### config.mk
export PLATFORM = sky130hd
export DESIGN_NAME = ir_queue
export DESIGN_NICKNAME = d
export VERILOG_FILES = /design/src/rtl/ir_queue.sv
export SDC_FILE = /design/constraint.sdc
export NUM_CORES = 1
export LEC_CHECK = 0
export BUFFER_PORTS_ARGS = -buffer_cell sky130_fd_sc_hd__buf_2
export CORE_MARGIN = 2
export CORE_UTILIZATION = 55
export CTS_BUF_LIST = sky130_fd_sc_hd__clkbuf_8
export CTS_CLUSTER_SIZE = 8
export DETAILED_ROUTE_END_ITERATION = 7
export PLACE_DENSITY = 0.88
export REMOVE_ABC_BUFFERS = 1
export SETUP_SLACK_MARGIN = 0.15
export SYNTH_ARGS = -nofsm -noshare
export SYNTH_HDL_FRONTEND = slang
export SYNTH_SLANG_ARGS = --single-unit
### constraint.sdc
create_clock -name clk -period 3 [get_ports clk]
set_clock_uncertainty 0.2 [all_clocks]
set_input_delay 0.15 -clock clk [delete_from_list [all_inputs] [get_ports clk]]
set_output_delay 0.15 -clock clk [all_outputs]
set_load 0.1 [all_outputs]
### src/rtl/ir_queue.sv
// ir_queue -- instruction queue with head decode for a Gumnut-style core.
//
// A circular buffer of DEPTH 18-bit instruction words. The head entry is
// decoded combinationally into class, function code and operand fields.
// Because the decode reads only the registered head entry, there is no
// combinational path from inst_i to any field output.
//
// Ports
//   clk          single clock, all state changes on the rising edge
//   rst          synchronous active-high reset
//   cen          clock enable; 0 holds all state and blocks transfers
//   flush_i      discard every queued instruction (taken branch/jump)
//   in_valid_i   inst_i carries an instruction to enqueue
//   inst_i       raw 18-bit instruction word
//   in_ready_o   queue accepts an instruction this cycle
//   out_valid_o  decoded head instruction is valid
//   out_ready_i  consumer takes the head instruction this cycle
//   class_o      0 ALU-immed, 1 ALU-reg, 2 shift, 3 mem, 4 branch,
//                5 jump, 6 misc, 7 illegal
//   op_o         inst[17:11] of the head
//   func_o       function code of the head
//   addr_o       inst[11:0]
//   disp_o       inst[7:0]
//   immed_o      inst[7:0]
//   rs_o         inst[10:8]
//   rs2_o        inst[7:5]
//   rd_o         inst[13:11]
//   count_o      inst[7:5]
//   level_o      number of queued instructions, 0..DEPTH
//
// Every field output and class_o reads 0 while out_valid_o is 0.

module ir_queue #(
  parameter int DEPTH = 4,
  parameter int LVL_W = $clog2(DEPTH) + 1
) (
  input  logic             clk,
  input  logic             rst,
  input  logic             cen,
  input  logic             flush_i,
  input  logic             in_valid_i,
  input  logic [17:0]      inst_i,
  output logic             in_ready_o,
  output logic             out_valid_o,
  input  logic             out_ready_i,
  output logic [2:0]       class_o,
  output logic [6:0]       op_o,
  output logic [2:0]       func_o,
  output logic [11:0]      addr_o,
  output logic [7:0]       disp_o,
  output logic [7:0]       immed_o,
  output logic [2:0]       rs_o,
  output logic [2:0]       rs2_o,
  output logic [2:0]       rd_o,
  output logic [2:0]       count_o,
  output logic [LVL_W-1:0] level_o
);

  localparam int PTR_W = $clog2(DEPTH);
  localparam logic [LVL_W-1:0] FULL_LVL = LVL_W'(DEPTH);

  logic [17:0]      mem [DEPTH];
  logic [PTR_W-1:0] wr_ptr;
  logic [PTR_W-1:0] rd_ptr;
  logic [LVL_W-1:0] level;
  logic             not_full;
  logic             not_empty;
  logic             push;
  logic             pop;
  logic [17:0]      head;

  assign not_full  = (level != FULL_LVL);
  assign not_empty = (level != '0);

  // A full queue refuses a push even when a pop happens in the same cycle,
  // so in_ready_o never depends on out_ready_i.
  assign in_ready_o  = cen & ~rst & not_full;
  assign out_valid_o = cen & not_empty;

  assign push = in_valid_i & in_ready_o & ~flush_i;
  assign pop  = out_valid_o & out_ready_i & ~flush_i;

  assign level_o = level;

  // DEPTH is a power of two, so pointer overflow is the modulo-DEPTH wrap.
  always_ff @(posedge clk) begin
    if (rst) begin
      wr_ptr <= '0;
      rd_ptr <= '0;
      level  <= '0;
    end else if (cen) begin
      if (flush_i) begin
        wr_ptr <= '0;
        rd_ptr <= '0;
        level  <= '0;
      end else begin
        if (push) wr_ptr <= wr_ptr + PTR_W'(1);
        if (pop)  rd_ptr <= rd_ptr + PTR_W'(1);
        case ({push, pop})
          2'b10:   level <= level + LVL_W'(1);
          2'b01:   level <= level - LVL_W'(1);
          default: level <= level;
        endcase
      end
    end
  end

  // Storage is not reset; reset and flush only move the pointers.
  always_ff @(posedge clk) begin
    if (push) mem[wr_ptr] <= inst_i;
  end

  assign head = mem[rd_ptr];

  always_comb begin
    class_o = 3'd0;
    func_o  = 3'd0;
    op_o    = 7'd0;
    addr_o  = 12'd0;
    disp_o  = 8'd0;
    immed_o = 8'd0;
    rs_o    = 3'd0;
    rs2_o   = 3'd0;
    rd_o    = 3'd0;
    count_o = 3'd0;
    if (out_valid_o) begin
      op_o    = head[17:11];
      addr_o  = head[11:0];
      disp_o  = head[7:0];
      immed_o = head[7:0];
      rs_o    = head[10:8];
      rs2_o   = head[7:5];
      rd_o    = head[13:11];
      count_o = head[7:5];
      // Opcode prefixes grow one leading 1 per class; first match wins.
      if (!head[17]) begin
        class_o = 3'd0;
        func_o  = head[16:14];
      end else if (head[17:16] == 2'b10) begin
        class_o = 3'd3;
        func_o  = {1'b0, head[15:14]};
      end else if (head[17:15] == 3'b110) begin
        class_o = 3'd2;
        func_o  = head[2:0];
      end else if (head[17:14] == 4'b1110) begin
        class_o = 3'd1;
        func_o  = head[2:0];
      end else if (head[17:13] == 5'b11110) begin
        class_o = 3'd5;
        func_o  = {2'b00, head[12]};
      end else if (head[17:12] == 6'b111110) begin
        class_o = 3'd4;
        func_o  = {1'b0, head[11:10]};
      end else if (head[17:11] == 7'b1111110) begin
        class_o = 3'd6;
        func_o  = head[10:8];
      end else begin
        class_o = 3'd7;
        func_o  = 3'd0;
      end
    end
  end

endmodule

Yosys cells after proc, flatten, opt, wreduce, memory -nomap -nowiden
Memory sizes are Yosys's and may differ from the RTL's. A register that Yosys moved wholly into a read port is not among the register bits.
Cells that the tools add are included.
- input bits: 24
- RAM bits: 72
- output and inout port bits: 58
- flip-flop bits (word level): 7
- memories kept: 1
- equal/unequal tests: 9
- reductions and logical operators: 7
- bitwise operators: 9
- mux-type cells: 32
- add/subtract/negate cells: 4
- memory list (name ; words ; bits a word ; read ports ; clocked after Yosys merged registers in ; write ports ; RTL line ; RTL):
    mem ; 4 ; 18 ; 1 ; 1 ; 1 ; 62 ; logic [17:0] mem [DEPTH];
- operator list (kind ; count):
    two-way mux 3 bit ; 17
    two-way mux 2 bit ; 8
    two-way mux 12 bit ; 1
    two-way mux 8 bit ; 1
    bitwise AND 1 bit ; 7
    == test 7 bit, second input constant ; 1
    two-way mux 7 bit ; 1
    == test 6 bit, second input constant ; 1
    one-hot mux 3 bit (2 select lines) ; 1
    AND reduction 2 bit ; 3
    nonzero test 3 bit ; 2
    == test 5 bit, second input constant ; 1
    adder 2 x 1 -> 2 bit, second input constant ; 2
    == test 2 bit, second input constant ; 2
    == test 4 bit, second input constant ; 1
    nonzero test 2 bit ; 2
    adder 3 x 1 -> 3 bit, second input constant ; 1
    == test 3 bit, second input constant ; 1
    two-way mux 1 bit ; 3
    != test 3 bit, second input constant ; 1
    subtractor 3 x 1 -> 3 bit, second input constant ; 1
    == test 2 x 1 -> 1 bit, second input constant ; 1
    inverter 1 bit ; 2

Depth between registers and ports, before layout
Gate-level depths: netlist of run 1.
- depth in word-level cells: 9
- mapped depth: 8
- mapped depth without buffers: 8

Worst setup path after synthesis of run 1
Ideal clock, no wire load.
- path kind: reg2out
- from: reg level[0] (netlist: level_o[0])
- to: out func_o[0]
- path slack: -1225 ps
- buffers on the path: 1
- cell stages (with the launch flop): 6
- arrival time: 3875 ps
- cells stage by stage: dfxtp_1 -> nor3_1 -> nor2_1 -> clkbuf_1 -> o21ai_0 -> nor2_1
- longest elaborated chain between the ends: 3
- RTL lines (element ; RTL line ; RTL):
    start, declared ; 65 ; logic [LVL_W-1:0] level;
    start signal, assigned ; 100 ; 2'b10: level <= level + LVL_W'(1);
    start signal, assigned ; 101 ; 2'b01: level <= level - LVL_W'(1);
    start signal, assigned ; 102 ; default: level <= level;
    nonzero test 3 bit ; 73 ; assign not_empty = (level != '0);
    bitwise AND 1 bit ; 78 ; assign out_valid_o = cen & not_empty;
    net out_valid_o ; 44 ; output logic out_valid_o,
    two-way mux 3 bit ; 126 ; if (out_valid_o) begin
    end, declared ; 48 ; output logic [2:0] func_o,
The timed path passes the listed nets, and every way through them passes these cells.

==> results of run 1 <==
-- routing by layer --
layer,vias up,part of all wire (%),wire [um],track usage (%)
li1,1049,-,-,-
met1,1079,40,2700,24.9
met2,98,51,3510,32.7
met3,11,6.9,469,4.72
met4,0,2.0,136,8.95
met5,-,0,0,0
-- registers in the layout (all words and copies together) (netlist names), named ones only --
signal,cells
mem,72
level_o,3
rd_ptr,2
wr_ptr,2
-- power breakdown --
part | switching, mW | internal, mW
Sequential | 0.00249 | 1.23
Combinational | 0.0835 | 0.0451
Clock | 0.368 | 0.375
Total | 0.454 | 1.65
-- path summary, 6_finish.rpt --
check,start,to,slack [ns],cells after the start
min,cen,level_o[1],0.03,4
max,register,func_o[0],0.27,7
min reg2reg,wr_ptr[0],wr_ptr[0],0.37,2
max reg2reg,level_o[0],level_o[2],0.51,8
-- layout make-up --
type                    count  area [sq um]
flip-flops and latches     81          2340
fillers                   420          1940
multi-input cells         114          1070
repair buffers            110           758
clock buffers               9           124
well taps                  77          96.3
clock inverters             7          62.6
inverters                   6          22.5
-- per-stage QoR --
stage	power, mW	util, %	instances
after CTS	2.12	69.4	402
after global routing	2.17	69.8	404
after detailed placement	1.37	63.5	367
after global placement	1.36	63.5	367
after floorplan	1.32	-	201
final	2.11	69.8	404
-- cell usage in the layout, fill, tap and decap left out, types with 2 or more instances in the layout --
master / instances
nand3_1: 4
buf_2: 76
a21oi_1: 8
buf_4: 9
edfxtp_1: 72
mux4_1: 8
nor3_1: 2
nand2_1: 6
nand3b_1: 4
buf_12: 6
o21ai_0: 4
ha_1: 4
clkbuf_8: 9
nor4_1: 3
xnor2_1: 2
nand2b_1: 3
clkinv_2: 2
nor2b_1: 2
nor2_1: 10
and2_1: 22
clkinvlp_4: 2
mux4_2: 10
dlygate4sd3_1: 19
dfxtp_2: 2
o31a_1: 2
inv_1: 7
nor3b_1: 2
dfxtp_1: 7
-- repair_timing --
| action | CTS | global route |
|---|---|---|
| pin swaps | 0 | 1 |
| gates resized for setup | 1 | 4 |
| endpoints found under the setup margin | 1 | 3 |
| hold endpoints to repair | 81 | 0 |
| hold buffers | 19 | 0 |
| setup buffers | 0 | 2 |
-- worst max-delay path, cell delays in order (launching register included) --
cell and delay, ns:
dfxtp_2 0.40, buf_12 0.19, mux4_1 0.60, nand3b_1 0.11
a21oi_1 0.08, a2111oi_2 0.33, nor2_1 0.12, buf_12 0.18
-- cell families after synthesis --
group / after synthesis
XOR/XNOR: 2
flip-flops: 81
adder cells (fa/ha/maj): 5
AND/OR/NAND/NOR: 63
buffers and inverters: 44
AO/OA/AOI/OAI: 25
multiplexers: 19
==> run summary, run 1 <==
========================================================================================================
Post-route ant nets                                                                                    0
Unrepaired setup endpoints after global routing                                                    false
Simple-gate share of the synthesized area                                                          9.83%
Mux contribution to synthesized area                                                               12.1%
Outcome                                                                                     complete, no violations
Power per standard cell area                                                                 470 mW/mm^2
Worst endpoint data arrival time                                                                 2.38 ns
Compound-cell area share of the yosys netlist                                                      4.51%
Library cell with the largest summed area after synthesis                                       edfxtp_1
Antenna violations before repair                                                                       0
Area fraction of the dominant cell type after synthesis                                            58.6%
Achievable clock frequency                                                                       367 MHz
Synth Area in XOR/XNOR                                                                            0.475%
Number of top-level pins                                                                              82
Die Footprint                                                                               0.00738 sq mm
Clock latency at the later pin of the worst-skew pair                                            0.36 ns
Final setup vio count                                                                                  0
Count of H-tree levels built during CTS                                                                3
Standard cell core area                                                                     0.00642 sq mm
Flip-flop and latch count after synthesis                                                             81
Main combinational cell family by area after synthesis                                      multiplexers
Post-CTS clock slew at the launch and capture registers of the worst setup and hold paths        0.08 ns
Share of cells above drive strength 1                                                              37.3%
Post-Synthesis Mean Instance Area                                                             15.4 sq um
Crit start category                                                                             register
Total CTS buffers                                                                                      9
Share of the yosys chip area belonging to registers                                                63.5%
Worst Slack Setup Final                                                                         0.274 ns
Vias after detailed routing                                                                         2237
First-pass GRT wire length                                                                      10600 um
Number of enable-type register cells in the synthesized netlist                                       72
Peak supply drop                                                                              0.000275 V
Worst Setup Slack post-DPL                                                                      0.514 ns
Critical-path maximum fanout                                                                          15
Accumulated negative setup slack                                                                    0 ns
Diode count                                                                                            0
Number of iterations in the first detailed-routing pass                                                4
Total routing resource utilization after global routing                                            19.8%
Standard-cell rows                                                                                    29
Max-Slew Margin vs Limit                                                                           53.0%
Starting Density                                                                                   57.5%
Post-Synth Adder-Cell Area                                                                         1.90%
Worst-Margin Slew                                                                               0.698 ns
Hold Slack                                                                                     0.0349 ns
Clock tree sinks                                                                                      81
Floorplan die width                                                                              85.9 um
Number of warnings reported in the yosys synthesis log                                                 0
Vias per Instance                                                                                   5.54
Maximum number of pins on one net before global-route repair                                          23
Cell count after synthesis                                                                           239
IO buf count                                                                                          81
Post-route cell area                                                                        0.00448 sq mm
Cell Area, Synth                                                                            0.00369 sq mm
Remaining global-route overflow                                                                        0
Worst path required time                                                                         2.65 ns
Wire length per cell                                                                             16.9 um
Most used standard cells in the synthesized netlist                                         edfxtp_1 (72), buf_4 (29), and2_1 (22)
Most common cell in the netlist                                                                 edfxtp_1
Number of violations reported at the end of detailed-routing iteration 0                             190
Remaining DRCs                                                                                         0
Minimum clock period after layout                                                                2.73 ns
Die height                                                                                       85.9 um
Area added between synthesis and finish                                                            21.4%
Count of final hold-check violations                                                                   0
Maximum number of buffers from clock root to sink                                                      2
DP HPWL                                                                                          4550 um
Reported leakage power                                                                           1.74 nW
Instance area after placement                                                               0.00408 sq mm
Part of the cycle the worst path needs                                                             90.9%
Vias in the first global route                                                                      2094
Routability congestion estimate from global placement                                              0.866
Top_reg_cell synth                                                                              edfxtp_1
Max-slew violation count                                                                               0
Max-cap violations                                                                                     0
Setup Crit Path Kind                                                                        register to primary output
TritonCTS clock tree                                                                               built
Synth unique cells                                                                                    41
NumNets Final                                                                                        351
Most area-consuming cells after synthesis                                                   edfxtp_1 (59%), mux4_2 (6.1%), buf_4 (5.9%)
Root buffer cell                                                                                clkbuf_8
Total wire length after detailed routing                                                         6820 um
Class of the worst hold path                                                                primary input to register
Endpoint kind of the worst setup timing path                                                primary output
Ys async rst share                                                                                    0%
========================================================================================================
Note: power is estimated with default switching activity, not from simulation.
==> run 2, diff against run 1 <==
--- a/config.mk
+++ b/config.mk
@@ -11,7 +11,8 @@
 export CTS_BUF_LIST = sky130_fd_sc_hd__clkbuf_8
 export CTS_CLUSTER_SIZE = 8
 export DETAILED_ROUTE_END_ITERATION = 7
-export PLACE_DENSITY = 0.88
+export PLACE_DENSITY = 0.77
+export RECOVER_POWER = 100
 export REMOVE_ABC_BUFFERS = 1
 export SETUP_SLACK_MARGIN = 0.15
 export SYNTH_ARGS = -nofsm -noshare
==> run 2 against run 1 <==
Compared with the run above:
- sequential share of layout area is 0.64 points higher
- utilization is 0.84 points lower
- first-iteration DRC count is 21% lower
- worst setup slack better by 0.025 ns
- sequential cell count stayed put
- cell count is 0.25% lower
- critical path type unchanged
==> run summary, run 2 (same netlist as run 1, synthesis figures left out) <==
========================================================================================================
Maximum number of buffers from clock root to sink                                                      2
Max-Slew Margin vs Limit                                                                           22.6%
Worst endpoint data arrival time                                                                 2.35 ns
Standard cell core area                                                                     0.00642 sq mm
Total wire length after detailed routing                                                         6680 um
Outcome                                                                                     complete, no violations
Area added between synthesis and finish                                                            20.0%
Standard-cell rows                                                                                    29
Die height                                                                                       85.9 um
Worst Setup Slack post-DPL                                                                      0.543 ns
Flip-flop count of the largest register after layout                                                  72
Antenna violations before repair                                                                       0
Worst Slack Setup Final                                                                         0.299 ns
Remaining global-route overflow                                                                        0
Count of H-tree levels built during CTS                                                                3
Overall power of the completed layout                                                            2.09 mW
Reg-to-reg setup timing slack                                                                    0.34 ns
Total routing resource utilization after global routing                                            19.5%
Vias after detailed routing                                                                         2246
Unrepaired setup endpoints after global routing                                                    false
Max-cap violations                                                                                     0
Highest-count cells in the layout ignoring fill and taps                                    edfxtp_1 (72), clkbuf_2 (50), clkbuf_1 (24)
Number of iterations in the first detailed-routing pass                                                4
DP HPWL                                                                                          4550 um
Clock latency at the later pin of the worst-skew pair                                            0.35 ns
Diode count                                                                                            0
Max-slew violation count                                                                               0
Class of the worst hold path                                                                primary input to register
Minimum clock period after layout                                                                2.70 ns
Reg2Reg Capture Point                                                                         level_o[2]
Reported leakage power                                                                           1.60 nW
Post-Route Utilization                                                                             68.9%
TritonCTS clock tree                                                                               built
Final setup vio count                                                                                  0
Start point of the worst hold path                                                               flush_i
Vias per Instance                                                                                   5.57
Floorplan die width                                                                              85.9 um
Register with the most flip-flops                                                                    mem
Share of cells above drive strength 1                                                              29.1%
Endpoint kind of the worst setup timing path                                                primary output
Maximum number of pins on one net before global-route repair                                          23
Part of the cycle the worst path needs                                                             90.0%
Starting Density                                                                                   57.5%
First-pass GRT wire length                                                                      10600 um
Count of final hold-check violations                                                                   0
Peak supply drop                                                                              0.000331 V
NumNets Final                                                                                        351
Wire length per cell                                                                             16.6 um
Routability congestion estimate from global placement                                              0.795
Worst path required time                                                                         2.65 ns
Post-CTS clock slew at the launch and capture registers of the worst setup and hold paths        0.08 ns
Vias in the first global route                                                                      2150
Worst-Margin Slew                                                                                1.17 ns
Clock tree sinks                                                                                      81
Remaining DRCs                                                                                         0
Power per standard cell area                                                                 472 mW/mm^2
Achievable clock frequency                                                                       370 MHz
Number of violations reported at the end of detailed-routing iteration 0                             150
IO buf count                                                                                          81
Crit start category                                                                             register
Total CTS buffers                                                                                      9
Post-route ant nets                                                                                    0
Crit Reg-Reg Startpoint                                                                       level_o[0]
Setup Crit Path Kind                                                                        register to primary output
Length in cells of the worst reg-to-reg path                                                           8
Root buffer cell                                                                                clkbuf_8
Critical-path maximum fanout                                                                          13
Number of top-level pins                                                                              82
Hold path cells                                                                                        3
Die Footprint                                                                               0.00738 sq mm
Most common cell after layout, fill and taps aside                                              edfxtp_1
========================================================================================================
[run 2: how the worst max path moves through the flow]
stage	from	end	slack (ns)	cells after the start
after floorplan	level_o[0]	addr_o[5]	-3.79	3
after global placement	register	func_o[0]	0.59	7
after detailed placement	register	func_o[0]	0.54	7
after CTS	register	func_o[2]	0.17	6
after global routing	rst	mem[3][13]	0.10	6
final	register	func_o[0]	0.30	7
[run 2: metal layers]
metal  share of wire [%]  global-route usage, %  vias to the layer above  wire length, um
li1                    -                      -                     1054                -
met1                  42                   24.3                     1103             2790
met2                  52                   33.3                       79             3450
met3                 4.8                   4.43                       10              322
met4                 1.6                   7.79                        0              110
met5                   0                      0                        -                0
[run 2: worst max-delay path: stages, from the launching register on]
cell and delay, ns:
dfxtp_2 0.35, buf_12 0.16, mux4_2 0.60, nand3b_1 0.14
a21oi_1 0.09, a2111oi_2 0.34, nor2_1 0.14, buf_12 0.18
[run 2: layout make-up]
type / instances / area, sq um
timing repair buffer: 110 / 713
clock buffer: 9 / 124
clock inverter: 6 / 61.3
inverter: 6 / 22.5
sequential: 81 / 2340
fill: 434 / 2000
multi-input combinational: 114 / 1060
tap: 77 / 96.3
[run 2: power by group]
part | internal (mW) | switching [mW] | total (mW)
Clock | 0.374 | 0.359 | 0.733
Sequential | 1.23 | 0.00244 | 1.23
Combinational | 0.0412 | 0.0827 | 0.124
Total | 1.65 | 0.444 | 2.09
[run 2: repair_timing]
item	in CTS	in global routing
endpoints found under the hold margin	81	0
hold buffers	20	0
gates resized for setup	1	5
endpoints found under the setup margin	1	3
buffers inserted	0	1
[run 2: per-stage QoR]
stage | std cells | setup TNS [ns] | hold slack, ns | instance area (sq um)
after CTS | 402 | 0 | 0.0357 | 4450
after floorplan | 201 | -136.66 | 0.0191 | 3430
after detailed placement | 367 | 0 | 0.172 | 4060
after global routing | 403 | 0 | 0.0912 | 4430
after global placement | 367 | 0 | 0.164 | 4060
final | 403 | 0 | 0.0527 | 4430
==> run 3, diff against run 2 <==
--- a/config.mk
+++ b/config.mk
@@ -6,12 +6,13 @@
 export NUM_CORES = 1
 export LEC_CHECK = 0
 export BUFFER_PORTS_ARGS = -buffer_cell sky130_fd_sc_hd__buf_2
+export CORE_ASPECT_RATIO = 2
 export CORE_MARGIN = 2
-export CORE_UTILIZATION = 55
+export CORE_UTILIZATION = 56
 export CTS_BUF_LIST = sky130_fd_sc_hd__clkbuf_8
 export CTS_CLUSTER_SIZE = 8
 export DETAILED_ROUTE_END_ITERATION = 7
-export PLACE_DENSITY = 0.77
+export PLACE_DENSITY = 0.78
 export RECOVER_POWER = 100
 export REMOVE_ABC_BUFFERS = 1
 export SETUP_SLACK_MARGIN = 0.15
==> run 3 against run 2 <==
Compared with the run above:
- via count down 0.13%
- fmax is 2.4% lower
- power down 3.4%
- register-to-register slack improved by 0.12 ns
- combinational power barely moved
- critical path type unchanged
==> run summary, run 3 (same netlist as run 1, synthesis figures left out) <==
========================================================================================================
Outcome                                                                                     complete, no violations
Register area                                                                               0.00234 sq mm
Clock latency at the later pin of the worst-skew pair                                            0.34 ns
Post-Route Utilization                                                                             69.5%
Diode count                                                                                            0
NumNets Final                                                                                        354
Clock tree sinks                                                                                      81
Fillers                                                                                              462
Maximum number of pins on one net before global-route repair                                          23
Vias after detailed routing                                                                         2243
Part of the cycle the worst path needs                                                             92.2%
Power per standard cell area                                                                 457 mW/mm^2
Number of top-level pins                                                                              82
Reg-to-reg setup timing slack                                                                    0.46 ns
Critical-path maximum fanout                                                                          13
Portion of total power attributed to sequential cells                                              61.1%
List of cells traversed by the critical path                                                buf_12, mux4_2, nor4_1, a21oi_1, a21boi_0, buf_12
Setup Crit Path Kind                                                                        register to primary output
Antenna violations before repair                                                                       0
Count of final hold-check violations                                                                   0
Most common cell after layout, fill and taps aside                                              edfxtp_1
Wire length per cell                                                                             17.1 um
Max-Slew Margin vs Limit                                                                           23.0%
Hold path cells                                                                                        3
IO buf count                                                                                          81
Area added between synthesis and finish                                                            19.8%
Endpoint kind of the worst setup timing path                                                primary output
Register with the most flip-flops                                                                    mem
Count of buffer and inverter cells on the critical path                                                2
Class of the worst hold path                                                                primary input to register
Part of the power in combinational logic                                                            6.2%
Start point of the worst hold path                                                               flush_i
TritonCTS clock tree                                                                               built
Minimum clock period after layout                                                                2.77 ns
Int Power                                                                                        1.60 mW
Final setup vio count                                                                                  0
Switching Power                                                                                 0.416 mW
Switching power share of the total                                                                 20.6%
Worst path required time                                                                         2.65 ns
Accumulated negative setup slack                                                                    0 ns
Number of violations reported at the end of detailed-routing iteration 0                             111
Root buffer cell                                                                                clkbuf_8
Critical Path Max Stage Delay                                                                    0.57 ns
Unrepaired setup endpoints after global routing                                                    false
DP HPWL                                                                                          4910 um
Starting Density                                                                                   58.0%
Cell family with the largest share of critical-path delay                                   multiplexers
Flip-flop count of the largest register after layout                                                  72
Number of iterations in the first detailed-routing pass                                                4
Standard-cell rows                                                                                    41
Slowest cell on the critical path                                                                 mux4_2
Achievable clock frequency                                                                       361 MHz
Crit Reg-Reg Startpoint                                                                       level_o[0]
Remaining DRCs                                                                                         0
Post-route ant nets                                                                                    0
Routability congestion estimate from global placement                                              0.740
Max-slew violation count                                                                               0
Highest-count cells in the layout ignoring fill and taps                                    edfxtp_1 (72), clkbuf_2 (53), clkbuf_1 (24)
Standard cell core area                                                                     0.00636 sq mm
Remaining global-route overflow                                                                        0
Reported leakage power                                                                           1.63 nW
Max-cap violations                                                                                     0
Reg2Reg Capture Point                                                                         level_o[2]
Vias per Instance                                                                                   5.39
Total CTS buffers                                                                                      9
Most common cell type on the critical path                                                        buf_12
Maximum number of buffers from clock root to sink                                                      2
Worst-Margin Slew                                                                                1.16 ns
Crit start category                                                                             register
Length in cells of the worst reg-to-reg path                                                           8
Total routing resource utilization after global routing                                            21.2%
Peak supply drop                                                                              0.000404 V
First-pass GRT wire length                                                                      10800 um
Die height                                                                                        119 um
Worst endpoint data arrival time                                                                 2.42 ns
Post-CTS clock slew at the launch and capture registers of the worst setup and hold paths        0.07 ns
Vias in the first global route                                                                      2173
Footprint of the multi-input gates                                                          0.00105 sq mm
Floorplan die width                                                                              61.4 um
Count of H-tree levels built during CTS                                                                3
Share of cells above drive strength 1                                                              29.1%
Die Footprint                                                                               0.00729 sq mm
Total wire length after detailed routing                                                         7100 um
Clk pwr share                                                                                      32.7%
========================================================================================================
==> run 3: changes by cell type in the layout (fill, tap and decap cells not counted), moves of 2 or more <==
cell | previous run | this run
clkbuf_8 | 9 | 11
clkbuf_2 | 50 | 53
inv_1 | 7 | 11
mux4_2 | 10 | 12
clkinvlp_4 | 3 | 0
mux4_1 | 8 | 6
==> run 3: worst max-delay path by stage <==
| stage | startpoint | to | cells after the start | slack, ns |
|---|---|---|---|---|
| after floorplan | level_o[0] | addr_o[5] | 3 | -3.79 |
| after global placement | level_o[0] | level_o[2] | 8 | 0.52 |
| after detailed placement | level_o[0] | level_o[2] | 8 | 0.49 |
| after CTS | register | func_o[2] | 6 | 0.17 |
| after global routing | rst | mem[1][16] | 6 | 0.11 |
| final | register | func_o[2] | 6 | 0.23 |
==> run 3: metrics by stage <==
stage	std cells	hold WS (ns)	setup WS, ns	cell area, sq um	total power, mW
after floorplan	201	0.0191	-3.79	3430	1.32
after global placement	375	0.161	0.520	4070	1.36
after detailed placement	375	0.167	0.495	4070	1.37
after CTS	410	0.0205	0.169	4430	2.03
after global routing	416	0.0270	0.108	4420	2.08
final	416	0.0309	0.233	4420	2.02
==> run 3: worst reg2reg max path, stage by stage, from the launching register on <==
cell      delay (ns)
dfxtp_1         0.48
nor3b_2         0.13
o311ai_1        0.48
nor2_1          0.11
fa_1            0.45
nand3b_1        0.13
a211oi_1        0.05
a221oi_1        0.28
a21oi_1         0.11
==> run 3: layer usage <==
| metal | track usage (%) | part of all wire, % |
|---|---|---|
| met5 | 0 | 0 |
| met3 | 4.05 | 4.1 |
| met4 | 9.84 | 2.9 |
| met1 | 20.7 | 34 |
| met2 | 39.4 | 59 |
==> run 3: cell type report <==
type	count	area share [%]
inverters	6	0.509
clock buffers	11	3.42
well taps	86	2.43
flip-flops and latches	81	53.0
clock inverters	5	0.425
multi-input cells	114	23.8
repair buffers	113	16.4
==> run 3: power by group through the flow <==
stage          sequential [mW]  combinational (mW)  clock, mW
6_report                  1.23               0.125      0.661
2_1_floorplan             1.26              0.0623          0
5_1_grt                   1.23               0.133      0.715
4_1_cts                   1.23               0.128      0.672
3_5_place_dp              1.26               0.108          0
3_3_place_gp              1.26               0.105          0
==> run 3: what timing repair did <==
action	in CTS	in global routing
hold endpoints to repair	81	0
buffers inserted	0	6
endpoints found under the setup margin	1	3
resized for setup	1	6
hold buffers	19	0
